**config.mk**
```make
export PLATFORM = sky130hd
export DESIGN_NAME = mux_2x1_arbiter_seq
export DESIGN_NICKNAME = d
export VERILOG_FILES = /design/src/rtl/mux_2x1_arbiter_seq.sv
export SDC_FILE = /design/constraint.sdc
export NUM_CORES = 1
export LEC_CHECK = 0
export CAP_MARGIN = 5
export CORE_MARGIN = 3
export CORE_UTILIZATION = 35
export CTS_CLUSTER_DIAMETER = 40
export CTS_CLUSTER_SIZE = 30
export DETAILED_ROUTE_END_ITERATION = 16
export GPL_TIMING_DRIVEN = 0
export HOLD_SLACK_MARGIN = 0.1
export SLEW_MARGIN = 20
export SYNTH_ARGS = -nofsm -noshare
export SYNTH_HDL_FRONTEND = slang
export SYNTH_SLANG_ARGS = --single-unit
```
**constraint.sdc**
```tcl
create_clock -name clk -period 6.6 [get_ports clk]
set_clock_uncertainty 0.15 [all_clocks]
set_input_delay 0.66 -clock clk [delete_from_list [all_inputs] [get_ports clk]]
set_output_delay 0.66 -clock clk [all_outputs]
set_load 0.01 [all_outputs]
```
**src/rtl/mux_2x1_arbiter_seq.sv**
```systemverilog
// Two-requester credit-gated arbiter that drives a 2x1 sequential mux.
// Round-robin choice in IDLE, burst lock up to MAX_BURST beats, downstream beat credits.
module mux_2x1_arbiter_seq #(
    parameter int COMMMAND_WIDTH = 1,
    parameter int MAX_BURST      = 4,
    parameter int CREDIT_NUM     = 8,
    parameter int CREDIT_WIDTH   = 4
) (
    input  logic                      clk,
    input  logic                      rst,
    input  logic [1:0]                i_valid,
    input  logic [1:0]                i_last,
    output logic [1:0]                o_ready,
    input  logic                      i_credit_return,
    output logic                      o_mux_en,
    output logic [COMMMAND_WIDTH-1:0] o_mux_cmd,
    output logic [1:0]                o_mux_valid,
    output logic [CREDIT_WIDTH-1:0]   o_credit_cnt,
    output logic                      o_credit_err,
    output logic                      o_busy
);

    localparam int BCW = (MAX_BURST < 2) ? 1 : $clog2(MAX_BURST);
    localparam logic [BCW-1:0]            BURST_LAST  = BCW'(MAX_BURST - 1);
    localparam logic [BCW-1:0]            BEAT_ONE    = BCW'(1);
    localparam logic [BCW-1:0]            BEAT_ZERO   = BCW'(0);
    localparam logic [CREDIT_WIDTH-1:0]   CREDIT_FULL = CREDIT_WIDTH'(CREDIT_NUM);
    localparam logic [CREDIT_WIDTH-1:0]   CREDIT_ONE  = CREDIT_WIDTH'(1);
    localparam logic [CREDIT_WIDTH-1:0]   CREDIT_ZERO = CREDIT_WIDTH'(0);
    localparam logic [COMMMAND_WIDTH-1:0] CMD_LOW     = COMMMAND_WIDTH'(0);
    localparam logic [COMMMAND_WIDTH-1:0] CMD_HIGH    = COMMMAND_WIDTH'(1);

    typedef enum logic [1:0] {
        ST_IDLE      = 2'd0,
        ST_LOCK_LOW  = 2'd1,
        ST_LOCK_HIGH = 2'd2
    } state_e;

    state_e                    state_q, state_d;
    logic                      rr_ptr_q, rr_ptr_d;
    logic [BCW-1:0]            beat_cnt_q, beat_cnt_d;
    logic [CREDIT_WIDTH-1:0]   credit_cnt_q, credit_cnt_d;
    logic                      credit_err_q, credit_err_d;
    logic                      busy_q, busy_d;

    logic [1:0]                grant_s;
    logic [1:0]                ready_s;
    logic [1:0]                beat_s;
    logic                      beat_any_s;
    logic                      beat_high_s;
    logic                      last_s;
    logic                      credit_ok_s;

    // Grant selection: round-robin tie-break in IDLE, fixed owner while locked.
    always_comb begin
        grant_s = 2'b00;
        case (state_q)
            ST_IDLE: begin
                if (i_valid == 2'b11) begin
                    grant_s = rr_ptr_q ? 2'b10 : 2'b01;
                end else begin
                    grant_s = i_valid;
                end
            end
            ST_LOCK_LOW:  grant_s = 2'b01;
            ST_LOCK_HIGH: grant_s = 2'b10;
            default:      grant_s = 2'b00;
        endcase
    end

    // Handshake and mux command for the beat happening this cycle.
    always_comb begin
        credit_ok_s = (credit_cnt_q != CREDIT_ZERO);
        if (credit_ok_s && !rst) begin
            ready_s = grant_s;
        end else begin
            ready_s = 2'b00;
        end
        beat_s      = i_valid & ready_s;
        beat_any_s  = beat_s[0] | beat_s[1];
        beat_high_s = beat_s[1];
        if (beat_high_s) begin
            last_s = i_last[1];
        end else begin
            last_s = i_last[0];
        end
    end

    // Burst state machine next-state: lock on a non-last beat, release on last or MAX_BURST.
    always_comb begin
        state_d    = state_q;
        rr_ptr_d   = rr_ptr_q;
        beat_cnt_d = beat_cnt_q;
        if (beat_any_s) begin
            case (state_q)
                ST_IDLE: begin
                    if (last_s || (MAX_BURST == 1)) begin
                        rr_ptr_d   = ~beat_high_s;
                        beat_cnt_d = BEAT_ZERO;
                    end else begin
                        state_d    = beat_high_s ? ST_LOCK_HIGH : ST_LOCK_LOW;
                        beat_cnt_d = BEAT_ONE;
                    end
                end
                ST_LOCK_LOW, ST_LOCK_HIGH: begin
                    if (last_s || (beat_cnt_q == BURST_LAST)) begin
                        state_d    = ST_IDLE;
                        rr_ptr_d   = ~beat_high_s;
                        beat_cnt_d = BEAT_ZERO;
                    end else begin
                        beat_cnt_d = beat_cnt_q + BEAT_ONE;
                    end
                end
                default: begin
                    state_d    = ST_IDLE;
                    beat_cnt_d = BEAT_ZERO;
                end
            endcase
        end else begin
            state_d    = state_q;
            beat_cnt_d = beat_cnt_q;
        end
        busy_d = (state_d != ST_IDLE);
    end

    // Credit accounting; a return into a full counter is flagged instead of wrapping.
    always_comb begin
        credit_cnt_d = credit_cnt_q;
        credit_err_d = 1'b0;
        case ({beat_any_s, i_credit_return})
            2'b10: credit_cnt_d = credit_cnt_q - CREDIT_ONE;
            2'b01: begin
                if (credit_cnt_q == CREDIT_FULL) begin
                    credit_err_d = 1'b1;
                end else begin
                    credit_cnt_d = credit_cnt_q + CREDIT_ONE;
                end
            end
            default: credit_cnt_d = credit_cnt_q;
        endcase
    end

    // State registers with synchronous reset.
    always_ff @(posedge clk) begin
        if (rst) begin
            state_q      <= ST_IDLE;
            rr_ptr_q     <= 1'b0;
            beat_cnt_q   <= BEAT_ZERO;
            credit_cnt_q <= CREDIT_FULL;
            credit_err_q <= 1'b0;
            busy_q       <= 1'b0;
        end else begin
            state_q      <= state_d;
            rr_ptr_q     <= rr_ptr_d;
            beat_cnt_q   <= beat_cnt_d;
            credit_cnt_q <= credit_cnt_d;
            credit_err_q <= credit_err_d;
            busy_q       <= busy_d;
        end
    end

    assign o_ready      = ready_s;
    assign o_mux_valid  = beat_s;
    assign o_mux_en     = beat_any_s;
    assign o_mux_cmd    = beat_high_s ? CMD_HIGH : CMD_LOW;
    assign o_credit_cnt = credit_cnt_q;
    assign o_credit_err = credit_err_q;
    assign o_busy       = busy_q;

endmodule

```
==> results of run 1 <==
## per-layer routing
layer / GRT usage / share of wire / vias up
met3: 0.05287 / 0.075 / 2
met4: 0.03051 / 0.0029 / 0
li1: - / - / 457
met1: 0.2053 / 0.48 / 411
met2: 0.2129 / 0.44 / 26
met5: 0 / 0 / -
## where the power goes
part	total (mW)	leakage [nW]	internal, mW	switching (mW)
clock	0.0439	0.0150	0.0234	0.0205
combinational	0.219	0.358	0.114	0.104
sequential	0.116	0.0903	0.0855	0.0306
total	0.379	0.463	0.223	0.156
## area by class of cell
type | instances | area [sq um] | area share
buffer | 6 | 28.78 | 0.02541
clock buffer | 4 | 26.28 | 0.02320
inverter | 7 | 28.78 | 0.02541
multi-input combinational | 88 | 613.1 | 0.5414
sequential | 11 | 220.2 | 0.1945
tap | 28 | 35.03 | 0.03094
timing repair buffer | 18 | 180.2 | 0.1591
## layout by cell type, fill, tap and decap left out, types with 4 or more instances in the layout
| master | count |
|---|---|
| nand2_1 | 6 |
| clkdlybuf4s50_1 | 18 |
| nor2_1 | 15 |
| clkbuf_1 | 4 |
| ha_1 | 5 |
| inv_1 | 6 |
| a21oi_1 | 8 |
| dfxtp_1 | 11 |
| o21ai_0 | 6 |
## worst register-to-register path: stages (launching register included)
cell and delay [ns]:
dfxtp_1 0.37, clkbuf_1 0.36, inv_1 0.08, ha_1 0.22, buf_2 0.18, o21ai_1 0.31, a211o_4 0.25, nand2_1 0.15
ha_1 0.30, a21o_1 0.17, a21o_1 0.19, or3_1 0.32, o21ai_0 0.08, a32oi_1 0.07
## synth_stat cells, types with 2 or more instances
library cell and instances:
or2_2 2, a211o_1 3, a211oi_1 3, buf_2 2
a21o_1 3, o21ai_0 6, nand3_1 2, a221o_1 2
mux2i_1 3, nand2_1 6, ha_1 5, nor3_1 2
o21ai_1 2, nor2_1 15, nor2b_1 2, o31ai_1 3
inv_1 6, dfxtp_1 11, nor3b_1 2, clkbuf_1 3
a21oi_1 8, xnor2_1 2
## stage by stage
stage / util / area (sq um) / setup WS (ns) / power (mW)
after floorplan: - / 890.9 / 3.635 / 0.2627
after global placement: 0.4771 / 1106 / 3.166 / 0.3338
after detailed placement: 0.4771 / 1106 / 3.136 / 0.3384
after CTS: 0.4884 / 1132 / 3.078 / 0.3829
after global routing: 0.4884 / 1132 / 2.876 / 0.4183
final: 0.4884 / 1132 / 3.102 / 0.3789
## kinds of logic after synthesis
| kind of cell | after synthesis | synth area share |
|---|---|---|
| buf+inv | 13 | 0.06461 |
| mux | 3 | 0.03371 |
| compound gates | 38 | 0.3076 |
| simple gates | 39 | 0.2346 |
| xor+xnor | 2 | 0.01967 |
| fa+ha+maj | 6 | 0.09270 |
| flops | 11 | 0.2472 |
## how the worst min path moves through the flow
stage                               start                         end  depth (start not counted)
2_1_floorplan  beat_cnt_q[1]$_SDFFE_PP0N_  beat_cnt_q[1]$_SDFFE_PP0N_                          2
3_3_place_gp   beat_cnt_q[1]$_SDFFE_PP0N_  beat_cnt_q[1]$_SDFFE_PP0N_                          2
3_5_place_dp   beat_cnt_q[1]$_SDFFE_PP0N_  beat_cnt_q[1]$_SDFFE_PP0N_                          2
4_1_cts        beat_cnt_q[1]$_SDFFE_PP0N_  beat_cnt_q[1]$_SDFFE_PP0N_                          2
5_1_grt        beat_cnt_q[1]$_SDFFE_PP0N_  beat_cnt_q[1]$_SDFFE_PP0N_                          2
6_report       beat_cnt_q[1]$_SDFFE_PP0N_  beat_cnt_q[1]$_SDFFE_PP0N_                          2
## flip-flops by register name, summed over array words and instances (netlist names)
signal	flops
o_credit_err	1
rr_ptr_q	1
state_q	2
o_credit_cnt	4
o_busy	1
beat_cnt_q	2
==> results.md, run 1 <==
* Vias per Instance at approximately 5.5
* Pwr Density at about 330 mW/mm^2
* R2r setup slk at between 3 and 4 ns
* R2r worst-path depth at 13
* Via count at 896
* Crit path capture type: output port
* Total GRT Usage at 0.1462
* Most used DFF post-synth: dfxtp_1
* Die area at between 0.003 and 0.004 sq mm
* Antenna Cells at 0
* Postcts setup bufs at 0
* CP Buf/Inv Count at 5
* Top cells by area, synth: dfxtp_1 25%, ha_1 7.0%, nor2_1 6.3%, a21oi_1 4.5%, mux2i_1 3.4%
* CP Data Arrival Time at 2.69 ns
* Die height at roughly 56 um
* Status: complete, no violations
* Final setup fails at 0
* DR pass1 iterations at 4
* EDFF count, synth at 0
* Core ar. at ~0.0023 sq mm
* R2r startpoint: state_q[0]$_SDFF_PP0_
* CTS tree: yes
* Initial antenna violation count at 0
* Wirelength per Cell at 12.99 um
* Clock-pin slew on the worst setup and hold paths at about 0.070 ns
* FFs w/ async S/R, synth at 0
* GR Overflow Total at 0
* Post-Place Cells at between 150 and 200
* Leak pwr at about 0.46 nW
* Top delay family on crit path: buffers and inverters
* Largest area contributor in the netlist: dfxtp_1
* Final setup TNS at 0 ns
* Slew Limit Headroom at 0.6860
* Die X at approximately 56 um
* Largest net degree at the start of global routing at 11
* Area Growth Syn to Fin at 27.11%
* IO Count at 19
* Yosys warns at 0
* RSZ-0062 raised after global routing: false
* Remaining DRCs at 0
* Hold buffer count at CTS at 0
* Worst-path fanout max at 10
* Post-Route WL at 2.104 mm
* HP Class: reg -> reg
* Clock Tree Buf Depth at 2
* Slew Viols, Final at 0
* F_max at 285.9 MHz
* Transition time of the tightest slew-check pin at roughly 0.47 ns
* Worst VDD drop at 194.6 uV
* Crit path from: state_q[0]$_SDFF_PP0_
* Post_cts resized at 0
* Worst endpoint required time at approximately 5.8 ns
* FF-to-FF End: o_credit_cnt[3]$_SDFFE_PP1P_
* PortBufs at 18
* CTS buffer count at 3
* Unique masters post-synth at 41
* Clock tree sinks at 11
* Crit path kind: reg -> out
* Worst setup SP type: register
* Root buffer cell: clkbuf_4
* Max Cap Violations at 0
* Fillers at roughly 240
* Hold WS at ~0.31 ns
* Slowest-stage cell, CP: clkdlybuf4s50_1
* Fin nets at 148
* Share of post-route cells with drive strength above 1 at 0.09701
* Final ANT Viol Nets at 0
* Worst-path cell chain: clkbuf_1 > inv_1 > ha_1 > buf_2 > and2_1 > o21ai_0 > nor2_1 > buf_4 > clkdlybuf4s50_1
* Vias in the first global route at 854
* DPL Wire Length at between 1.5 and 2 mm
* Final worst path period share at 0.5300
* Post-synth top area share at 0.2472
* Avg Inst Size Synth at 7.954 sq um
* Initial DRC Count at 20
* Placer Congestion at 0.8738
* Net Count, Synth at around 130
* Post-Syn Instances at about 110
* Initial Utilization at 0.3842
* Row Count at 17
* Worst setup path endpoint: o_mux_valid[1]
* Yosys reg bits at 11
* Min cycle time layout at about 3.5 ns
* Finished Layout Cells at around 160
* H-tree depth at 1
* Final hold violation count at 0
* Seq/Total Area, Yosys at 0.2472
* Slowest stage delay, CP at 0.47 ns
* Cell count along the critical path at 9
* Mapped cell area at 890.9 sq um
* First-pass GRT wire length at 3.843 mm
* Worst-Skew Late Latency at 0.26 ns
Power figures use the tool's default switching activity.
==> inputs of run 2 (changes only) <==
==> constraint.sdc (replaced) <==
create_clock -name clk -period 3.5 [get_ports clk]
set_clock_uncertainty 0.15 [all_clocks]
set_input_delay 0.35 -clock clk [delete_from_list [all_inputs] [get_ports clk]]
set_output_delay 0.35 -clock clk [all_outputs]
set_load 0.01 [all_outputs]
==> results.md, run 2 (same netlist as run 1, synthesis figures left out) <==
* Slew Viols, Final at 0 (unchanged)
* Placer Congestion at 0.8738 (unchanged)
* Via count at 896 (unchanged)
* Area Growth Syn to Fin at 27.25% (was 27.11%)
* Remaining DRCs at 0 (unchanged)
* DR pass1 iterations at 4 (unchanged)
* Post-Route WL at 2.102 mm (was 2.104 mm)
* Vias per Instance at 5.531 (unchanged)
* Root buffer cell: clkbuf_4 (unchanged)
* Crit path kind: reg -> reg (was reg -> out)
* Worst-path fanout max at 10 (unchanged)
* Leak pwr at 0.4662 nW (was 0.4629 nW)
* Slew Limit Headroom at 0.6860 (about the same)
* Vias in the first global route at 854 (unchanged)
* Final setup fails at 0 (unchanged)
* Largest net degree at the start of global routing at 11 (unchanged)
* Core ar. at 0.002318 sq mm (unchanged)
* Final ANT Viol Nets at 0 (unchanged)
* Commonest non-fill, non-tap cell in the layout: clkdlybuf4s50_1 (unchanged)
* Min cycle time layout at between 3 and 4 ns
* Wirelength per Cell at 12.98 um (was 12.99 um)
* Max reg flops at 4 (unchanged)
* CTS tree: yes (unchanged)
* Row Count at 17 (unchanged)
* Pwr Total at 0.7151 mW (was 0.3789 mW)
* Final setup TNS at 0 ns (unchanged)
* RSZ-0062 raised after global routing: false (unchanged)
* FF/Latch Area at 220.2 sq um (unchanged)
* Pwr Density at 630.8 mW/mm^2 (was 334.6 mW/mm^2)
* Antenna Cells at 0 (unchanged)
* CP Buf/Inv Count at 3 (was 5)
* Fillers at 239 (unchanged)
* HP Class: reg -> reg (unchanged)
* Clock-pin slew on the worst setup and hold paths at 0.07 ns (about the same)
* Final worst path period share at 0.9104
* Met3 wire len at 157 um (unchanged)
* Worst-path cell chain: clkbuf_2 > inv_1 > ha_1 > buf_2 > o21ai_1 > a211o_4 > nand2_1 > ha_1 > a21o_1 > a21o_1 > or3_1 > o21ai_0 > a32oi_1 (was clkbuf_1 > inv_1 > ha_1 > buf_2 > and2_1 > o21ai_0 > nor2_1 > buf_4 > clkdlybuf4s50_1)
* Clock Tree Buf Depth at 2 (unchanged)
* H-tree depth at 1 (unchanged)
* Final Cell Area at 0.001134 sq mm (was 0.001132 sq mm)
* Worst slack at placement at 0.1679 ns (was 3.136 ns)
* Die X at 56.45 um (unchanged)
* Crit path capture type: register (was output port)
* Total GRT Usage at 0.1462 (unchanged)
* Worst setup SP type: register (unchanged)
* Initial Utilization at 0.3842 (unchanged)
* Max Cap Violations at 0 (unchanged)
* Met1 Wirelength at 1.007 mm (was 1.009 mm)
* Slowest stage delay, CP at 0.37 ns (was 0.47 ns)
* Share of post-route cells with drive strength above 1 at 0.1045 (was 0.09701)
* Die area at 0.003187 sq mm (unchanged)
* CTS buffer count at 3 (unchanged)
* PortBufs at 18 (unchanged)
* Setup slack after layout at 0.3137 ns (was 3.102 ns)
* Initial antenna violation count at 0 (unchanged)
* GR Overflow Total at 0 (unchanged)
* DP Area at 0.001106 sq mm (unchanged)
* DPL Wire Length at 1.664 mm (unchanged)
* Worst-Skew Late Latency at 0.26 ns (about the same)
* Finished Layout Cells at 162 (unchanged)
* Metal2 WL at 930 um (unchanged)
* Clock tree sinks at 11 (unchanged)
* Top delay family on crit path: compound AO/OA/AOI/OAI gates (was buffers and inverters)
* Worst endpoint required time at 3.50 ns (was 5.79 ns)
* F_max at between 300 and 400 MHz
* Fin nets at 148 (unchanged)
* Max layer used: met4 (unchanged)
* Transition time of the tightest slew-check pin at 0.4710 ns (about the same)
* Status: complete, no violations (unchanged)
* CP Data Arrival Time at 3.18 ns (was 2.69 ns)
* Die height at 56.45 um (unchanged)
* Slowest-stage cell, CP: dfxtp_1 (was clkdlybuf4s50_1)
* Final hold violation count at 0 (unchanged)
* Worst VDD drop at 366.9 uV (was 194.6 uV)
* Commonest non-fill, non-tap cells in the layout: 18 x clkdlybuf4s50_1, 15 x nor2_1, 11 x dfxtp_1 (unchanged)
* Area of the multi-input gates at 613.1 sq um (unchanged)
* First-pass GRT wire length at 3.843 mm (unchanged)
* Post-Place Cells at 158 (unchanged)
* Initial DRC Count at 20 (unchanged)
* Postcts setup bufs at 0 (unchanged)
* IO Count at 19 (unchanged)
-- run 2: cell counts in the layout (fill, tap and decap cells not counted) --
Identical to the previous run, type by type.
-- run 2: repair_timing --
| item | in CTS | in global routing |
|---|---|---|
| gates resized for setup | 0 | 2 |
| hold buffers | 0 | 0 |
| endpoints found under the setup margin | 0 | 1 |
-- run 2: metrics by stage --
step	hold slack (ns)	util
final	0.3129	0.4889
after global routing	0.3737	0.4889
after CTS	0.3188	0.4884
after detailed placement	0.3027	0.4771
after global placement	0.2936	0.4771
after floorplan	0.2791	-
-- run 2: per-layer routing --
layer  track usage  vias up
met5             0        -
met4       0.03051        0
met3       0.05287        2
met2        0.2129       26
met1        0.2053      411
li1              -      457
-- run 2: cell type report --
| cell class | instances | share of cell area |
|---|---|---|
| inverters | 7 | 0.02539 |
| well taps | 28 | 0.03091 |
| flip-flops and latches | 11 | 0.1943 |
| multi-input cells | 88 | 0.5408 |
| clock buffers | 4 | 0.02318 |
| plain buffers | 6 | 0.02649 |
| repair buffers | 18 | 0.1589 |
-- run 2: worst paths after layout --
kind	startpoint	endpoint	slack (ns)	depth (start not counted)
worst max-delay path	state_q[0]$_SDFF_PP0_	o_credit_cnt[3]$_SDFFE_PP1P_	0.31	13
worst max register to register	state_q[0]$_SDFF_PP0_	o_credit_cnt[3]$_SDFFE_PP1P_	0.31	13
worst min-delay path	beat_cnt_q[1]$_SDFFE_PP0N_	beat_cnt_q[1]$_SDFFE_PP0N_	0.31	2
worst min register to register	beat_cnt_q[1]$_SDFFE_PP0N_	beat_cnt_q[1]$_SDFFE_PP0N_	0.31	2
-- run 2: tightest hold or removal path, delay by kind of cell (launching register included) --
kind	cells	cell delay (ns)
AOI/OAI and AO/OA	1	0.06
DFF	1	0.33
and+or+nand+nor	1	0.05
-- run 2: power by group --
group / total [mW] / switching (mW) / internal, mW
Clock: 0.0828 / 0.0387 / 0.0440
Sequential: 0.219 / 0.0577 / 0.161
Combinational: 0.413 / 0.197 / 0.216
